$ cat src/rtl/mips_pkg.sv
// Shared definitions for the MIPS fetch slice: word width, opcode constants
// and the fetch-stage state encoding.
package mips_pkg;

    localparam int WORD_W = 32;

    localparam logic [5:0] OP_RTYPE = 6'b000000;
    localparam logic [5:0] OP_J     = 6'b000010;
    localparam logic [5:0] OP_JAL   = 6'b000011;
    localparam logic [5:0] OP_BEQ   = 6'b000100;
    localparam logic [5:0] OP_BNE   = 6'b000101;

    typedef enum logic {
        FETCH = 1'b0,
        HOLD  = 1'b1
    } fetch_state_t;

endpackage

$ cat src/rtl/mips_next_pc.sv
// Purely combinational next-PC selection: sequential, branch, immediate jump
// and register jump targets, plus the pc+4 link value.
module mips_next_pc
    import mips_pkg::*;
(
    input  logic [WORD_W-1:0] pc,
    input  logic [25:0]       instr_index,
    input  logic              PCSrc,
    input  logic              PCsignal,
    input  logic              jumpSrc,
    input  logic [WORD_W-1:0] jr_target,
    output logic [WORD_W-1:0] pc_plus4,
    output logic [WORD_W-1:0] next_pc
);

    logic [WORD_W-1:0] branch_offset;
    logic [WORD_W-1:0] jump_target;

    assign pc_plus4      = pc + 32'd4;
    assign branch_offset = {{14{instr_index[15]}}, instr_index[15:0], 2'b00};
    assign jump_target   = {pc_plus4[31:28], instr_index, 2'b00};

    // Jump-class decisions take precedence over a taken branch.
    always_comb begin
        next_pc = pc_plus4;
        if (PCsignal) begin
            next_pc = jumpSrc ? jump_target : jr_target;
        end else if (PCSrc) begin
            next_pc = pc_plus4 + branch_offset;
        end
    end

endmodule

$ cat src/rtl/mips_fetch_unit.sv
// Instruction fetch stage: owns the PC, fetches over a req/ready handshake,
// holds the instruction for the controller and retires it on exec_done.
module mips_fetch_unit
    import mips_pkg::*;
#(
    parameter logic [31:0] RESET_PC = 32'h0000_0000,
    parameter int          CNT_W    = 32
) (
    input  logic              clk,
    input  logic              rst,
    output logic              imem_req,
    output logic [WORD_W-1:0] imem_addr,
    input  logic              imem_ready,
    input  logic [WORD_W-1:0] imem_rdata,
    output logic [WORD_W-1:0] instr,
    output logic              instr_valid,
    output logic [WORD_W-1:0] pc,
    output logic [WORD_W-1:0] pc_plus4,
    input  logic              exec_done,
    input  logic              PCSrc,
    input  logic              PCsignal,
    input  logic              jumpSrc,
    input  logic [WORD_W-1:0] jr_target,
    output logic [CNT_W-1:0]  retired
);

    fetch_state_t      state;
    fetch_state_t      state_next;
    logic [WORD_W-1:0] next_pc;

    mips_next_pc u_next_pc (
        .pc          (pc),
        .instr_index (instr[25:0]),
        .PCSrc       (PCSrc),
        .PCsignal    (PCsignal),
        .jumpSrc     (jumpSrc),
        .jr_target   (jr_target),
        .pc_plus4    (pc_plus4),
        .next_pc     (next_pc)
    );

    always_ff @(posedge clk) begin
        if (rst) begin
            state   <= FETCH;
            pc      <= RESET_PC;
            instr   <= '0;
            retired <= '0;
        end else begin
            state <= state_next;
            case (state)
                FETCH: begin
                    if (imem_ready) begin
                        instr <= imem_rdata;
                    end
                end
                HOLD: begin
                    if (exec_done) begin
                        pc      <= next_pc;
                        retired <= retired + CNT_W'(1);
                    end
                end
                default: ;
            endcase
        end
    end

    always_comb begin
        state_next = state;
        case (state)
            FETCH:   if (imem_ready) state_next = HOLD;
            HOLD:    if (exec_done)  state_next = FETCH;
            default: state_next = FETCH;
        endcase
    end

    // The request is held low during reset so no response can race the PC reload.
    assign imem_req    = (state == FETCH) && !rst;
    assign imem_addr   = pc;
    assign instr_valid = (state == HOLD);

endmodule

$ cat config.mk
export PLATFORM = sky130hd
export DESIGN_NAME = mips_fetch_unit
export DESIGN_NICKNAME = d
export VERILOG_FILES = /design/src/rtl/mips_pkg.sv /design/src/rtl/mips_next_pc.sv /design/src/rtl/mips_fetch_unit.sv
export SDC_FILE = /design/constraint.sdc
export NUM_CORES = 1
export LEC_CHECK = 0
export CORE_ASPECT_RATIO = 0.6
export CORE_UTILIZATION = 51
export DETAILED_ROUTE_END_ITERATION = 10
export GPL_ROUTABILITY_DRIVEN = 0
export PLACE_DENSITY = 0.92
export SYNTH_ARGS = -nofsm -noshare
export SYNTH_HDL_FRONTEND = slang
export SYNTH_SLANG_ARGS = --single-unit
$ cat constraint.sdc
create_clock -name clk -period 8.1 [get_ports clk]
set_input_delay 1.215 -clock clk [delete_from_list [all_inputs] [get_ports clk]]
set_output_delay 1.215 -clock clk [all_outputs]
set_load 0.03 [all_outputs]
# Yosys cells after proc, flatten, opt, wreduce, memory -nomap -nowiden
# Index checks and enable logic that the tools add are counted.
[word_totals]
ff_bits = 97
[op_classes]
addsub = 3
n_mux = 6
bitwise_logic = 1
reduce_logical = 4
[op_table]
columns = ["operator", "n"]
rows = [
  ["$mux W32", 3],
  ["$add A32 B1 Y32 const B", 1],
  ["$add A32 B3 Y32 const B", 1],
  ["$add A32 B32 Y32", 1],
  ["$reduce_and A2 Y1", 2],
  ["$mux W1", 2],
  ["$pmux W1 S2", 1],
  ["$logic_and A1 B1 Y1", 1],
  ["$logic_not A1 Y1", 1],
  ["$not A1 Y1", 1],
]

# Longest topological paths before layout
[logic_depth]
word_depth = 4
ltp_mapped = 17
depth_no_buf = 16

# Cells and area by module
# A second synthesis with hierarchy kept.
[hier_totals]
hier_cells = 958
hier_area_um2 = 7275.7
[modules_own_cells]
columns = ["module", "n_inst", "cells_each", "area_each_um2"]
rows = [
  ["mips_fetch_unit", 1, 509, 4096.4],
  ["mips_next_pc", 1, 449, 3179.3],
]

# Least setup slack after synthesis
# OpenSTA, ideal clock, no wires.
[synth_path]
path_type = "reg-to-reg"
from = "register pc[2] (netlist: imem_addr[2])"
to = "register pc[29] (netlist: imem_addr[29])"
setup_ps = 116
arrival_ps = 4222
required_time_ps = 7984
setup_slack_ps = 3762
path_stages_with_launch = 17
synth_period_minus_slack_ps = 4338
path_cell_list = "dfxtp_1 -> ha_1 -> and4_1 -> nand4_2 -> nor2_1 -> nand3_1 -> xnor2_1 -> ha_1 -> a21oi_1 -> o211ai_2 -> a221oi_4 -> a31oi_1 -> a311o_1 -> a41oi_2 -> xor2_1 -> o21ai_1 -> o211a_1"
[synth_between]
elab_chain_cells = 4
[synth_rtl]
columns = ["element", "line_no", "rtl"]
rows = [
  ["from (decl)", "mips_fetch_unit.sv:17", "output logic [WORD_W-1:0] pc,"],
  ["from (signal assigned)", "mips_fetch_unit.sv:58", "pc <= next_pc;"],
  ["$add A32 B3 Y32", "mips_next_pc.sv:19", "assign pc_plus4 = pc + 32'd4;"],
  ["net pc_plus4[18]", "mips_fetch_unit.sv:18", "output logic [WORD_W-1:0] pc_plus4,"],
  ["$add A32 B32 Y32", "mips_next_pc.sv:29", "next_pc = pc_plus4 + branch_offset;"],
  ["$mux W32", "mips_next_pc.sv:28", "end else if (PCSrc) begin"],
  ["$mux W32", "mips_next_pc.sv:26", "if (PCsignal) begin"],
]
# The timed path passes the listed nets, and every way through them passes these cells.
# A chain may end at the register's enable or synchronous reset.

# Worst setup path after layout
[layout_path]
from = "register pc[2] (netlist: imem_addr[2])"
to = "output port pc_plus4[24]"
[layout_between]
elab_chain_cells = 1
[layout_rtl]
columns = ["element", "line_no"]
rows = [
  ["$add A32 B3 Y32", "mips_next_pc.sv:19"],
  ["to (decl)", "mips_fetch_unit.sv:18"],
]
# Every way passes these cells.

==> reports/qor.txt <==
outcome - complete, no violations
Worst Hold Launch - instr[26]
vias in the first global route - 6948
clk_skew - 0.0109 ns
gr usage total - 34.1%
biggest cell delay along the critical path - 0.75 ns
global-route wire length before repair - 38.0 mm
setup violators final - 0
reg2reg start - imem_addr[2]
CTS tree - done
count leader, synth - nand2_1
HPWL Detailed - 18.4 mm
Seq cells post-synth - 97
cts hold-fix bufs - 0
asr flop ratio synth - 0%
crit-path max FO - 8
Resized cells post-CTS - 0
clock sink count - 97
mux contribution to synthesized area - 5.34%
clock buffers created by TritonCTS - 9
starting DRC count in detailed routing - 888
top cell type's share of synthesized area - 27.7%
crit-path cells - ha_1, and4_1, nand4_2, nor3_4, nand3_1, xnor2_1, clkdlybuf4s50_1
Worst EP arrival - 3.26 ns
Ports - 233
relative slew slack - 20.5%
peak supply drop - 0.000114 V
Critical-path top delay cell - clkdlybuf4s50_1
CTS max path bufs - 2
simple-gate share of the synthesized area - 22.1%
Die Area - 14300 sq um
area grow syn2layout - 34.6%
clock-pin slew on the worst setup and hold paths - 0.07 ns
H-tree Lvls - 3
Setup crit end kind - primary output
mapped cell area - 7020 sq um
Area contributors post-synth - dfxtp_1 28%, nand2_1 7.5%, a21oi_1 6.9%
clk_lat worst skew - 0.35 ns
Syn Inst Count - 901
antenna violations before repair - 1
syn_nets - 1010
HP Class - reg2reg
Worst setup SP type - flip-flop
largest net degree at the start of global routing - 61
die height - 92.9 um
Crit. Startpoint - imem_addr[2]
syn avg cell area - 7.79 sq um
power per cell area - 137 nW/um^2
Max Cap Viol - 0
Die X - 153 um
antenna viol nets, final - 0
Req. time, crit path - 6.88 ns
Top delay family on crit path - simple AND/OR/NAND/NOR gates
# diodes - 0
xor/xnor cell area share of the yosys netlist - 9.34%
# Post-CTS Setup Buffers - 0
final hold violations - 0
proportion of layout cells with a drive suffix above 1 - 5.00%
top post-synthesis cells by count - 141 x nand2_1, 97 x a21oi_1, 97 x dfxtp_1, 82 x nor2_1, 40 x xor2_1
routed via count - 7591
I/O Buffers - 232
WP buf/inv - 1
top_reg_cell synth - dfxtp_1
post-synth cell types - 79
fill cell count - 1041
Area after DPL - 9140 sq um
RSZ-0062 raised after global routing - false
DR pass1 iterations - 5
Seq/Total Area, Yosys - 27.7%
maximum operating frequency - 223 MHz
EDFF count, synth - 0
max-slew violations - 0
Routed WL per cell - 19.9 um
crit path kind - reg2out
Syn. warnings - 0
vias per cell - 6.08
grt ovf - 0
post-synth top area cell - dfxtp_1
worst slew pin tran - 1.19 ns
leakage - 3.74 nW
# DRC - 0
final wirelength - 24.8 mm
clock root buffer - clkbuf_16
Tcrit/Tclk final - 55.3%
Synth Area in Adders - 6.88%
Final Cell Area - 9450 sq um
Compound-Gate Fraction of Synth Area - 21.1%
Initial Utilization - 53.5%
CORE AREA - 13100 sq um
Setup TNS Final - 0 ns
Final Critical Period - 4.48 ns
Cell Rows - 32
main combinational cell family by area after synthesis - simple AND/OR/NAND/NOR gates
Post-layout nets - 1183
[sequential cells by signal, indices dropped and copies added (netlist names)]
register	cells
imem_addr	32
instr	32
instr_valid	1
retired	32
[power by group]
group / total (mW) / switching (mW) / internal [mW] / leakage [nW]
registers: 0.516 / 0.0237 / 0.492 / 0.789
logic: 0.312 / 0.183 / 0.129 / 2.80
clock network: 0.463 / 0.216 / 0.247 / 0.154
[metal layers]
metal  vias up  part of all wire, %  global-route usage [%]  wire, um
li1       3494                    -                       -         -
met1      3512                   41                    44.8     10200
met2       513                   44                    53.2     10800
met3        70                   12                    9.87      3080
met4         2                  2.6                    11.9       653
met5         -                0.052                       0        13
[worst reg2reg max path, cell delays in order, from the launching register on]
cell and delay (ns):
dfxtp_1 0.46, ha_1 0.25, and4_1 0.26, nand4_2 0.29, nor3_1 0.27, xor2_1 0.33
ha_1 0.40, nor2b_1 0.20, nor3_1 0.19, a31oi_1 0.15, a2111oi_1 0.59, o21ba_1 0.24
o21ai_1 0.15, mux2i_1 0.16, o31ai_1 0.26
[worst paths after layout]
| path | end | slack (ns) | cells after the start |
|---|---|---|---|
| max | pc_plus4[24] | 3.62 | 7 |
| min | instr[26] | 0.46 | 2 |
| max reg2reg | imem_addr[28] | 3.81 | 14 |
| min reg2reg | instr[26] | 0.46 | 2 |
[layout by cell type, fill, tap and decap left out, types with 7 or more instances in the layout]
cell	n
clkdlybuf4s50_1	230
nand2_1	141
a21oi_1	97
dfxtp_1	97
nor2_1	82
xor2_1	40
ha_1	37
nand3_1	33
xnor2_1	33
mux2i_1	33
o21ai_0	29
inv_1	16
and3_1	14
o21ai_1	13
nand4_1	11
a21o_1	11
a211oi_1	11
nor3_1	9
clkbuf_16	9
buf_4	8
and4_1	7
a31oi_1	7
[cell type report]
type                            instances  area [sq um]  share of cell area, %
Clock buffer                            9           225                   2.38
Clock inverter                          7          87.6                  0.927
Inverter                               16          60.1                  0.636
Multi-Input combinational cell        710          4550                   48.2
Sequential cell                        97          1940                   20.5
Tap cell                              170           213                   2.25
Timing Repair Buffer                  240          2370                   25.1
[through the flow]
stage          std cells  power, mW  hold WS (ns)  setup WS [ns]  util [%]
2_1_floorplan        901      0.712         0.584           3.76         -
3_3_place_gp        1233      0.827         0.442           4.08      69.6
3_5_place_dp        1233      0.833         0.447           3.99      69.6
4_1_cts             1249       1.29         0.457           3.68      72.0
5_1_grt             1249       1.34         0.478           3.48      72.0
6_report            1249       1.29         0.460           3.62      72.0
[cells by family (layout without fill, tap and decap cells)]
| kind of cell | Yosys count | count (layout) |
|---|---|---|
| buf+inv | 94 | 272 |
| compound gates | 228 | 228 |
| xor+xnor | 74 | 74 |
| mux | 37 | 37 |
| simple gates | 333 | 333 |
| fa+ha+maj | 38 | 38 |
| flops | 97 | 97 |
Power figures use the tool's default switching activity.
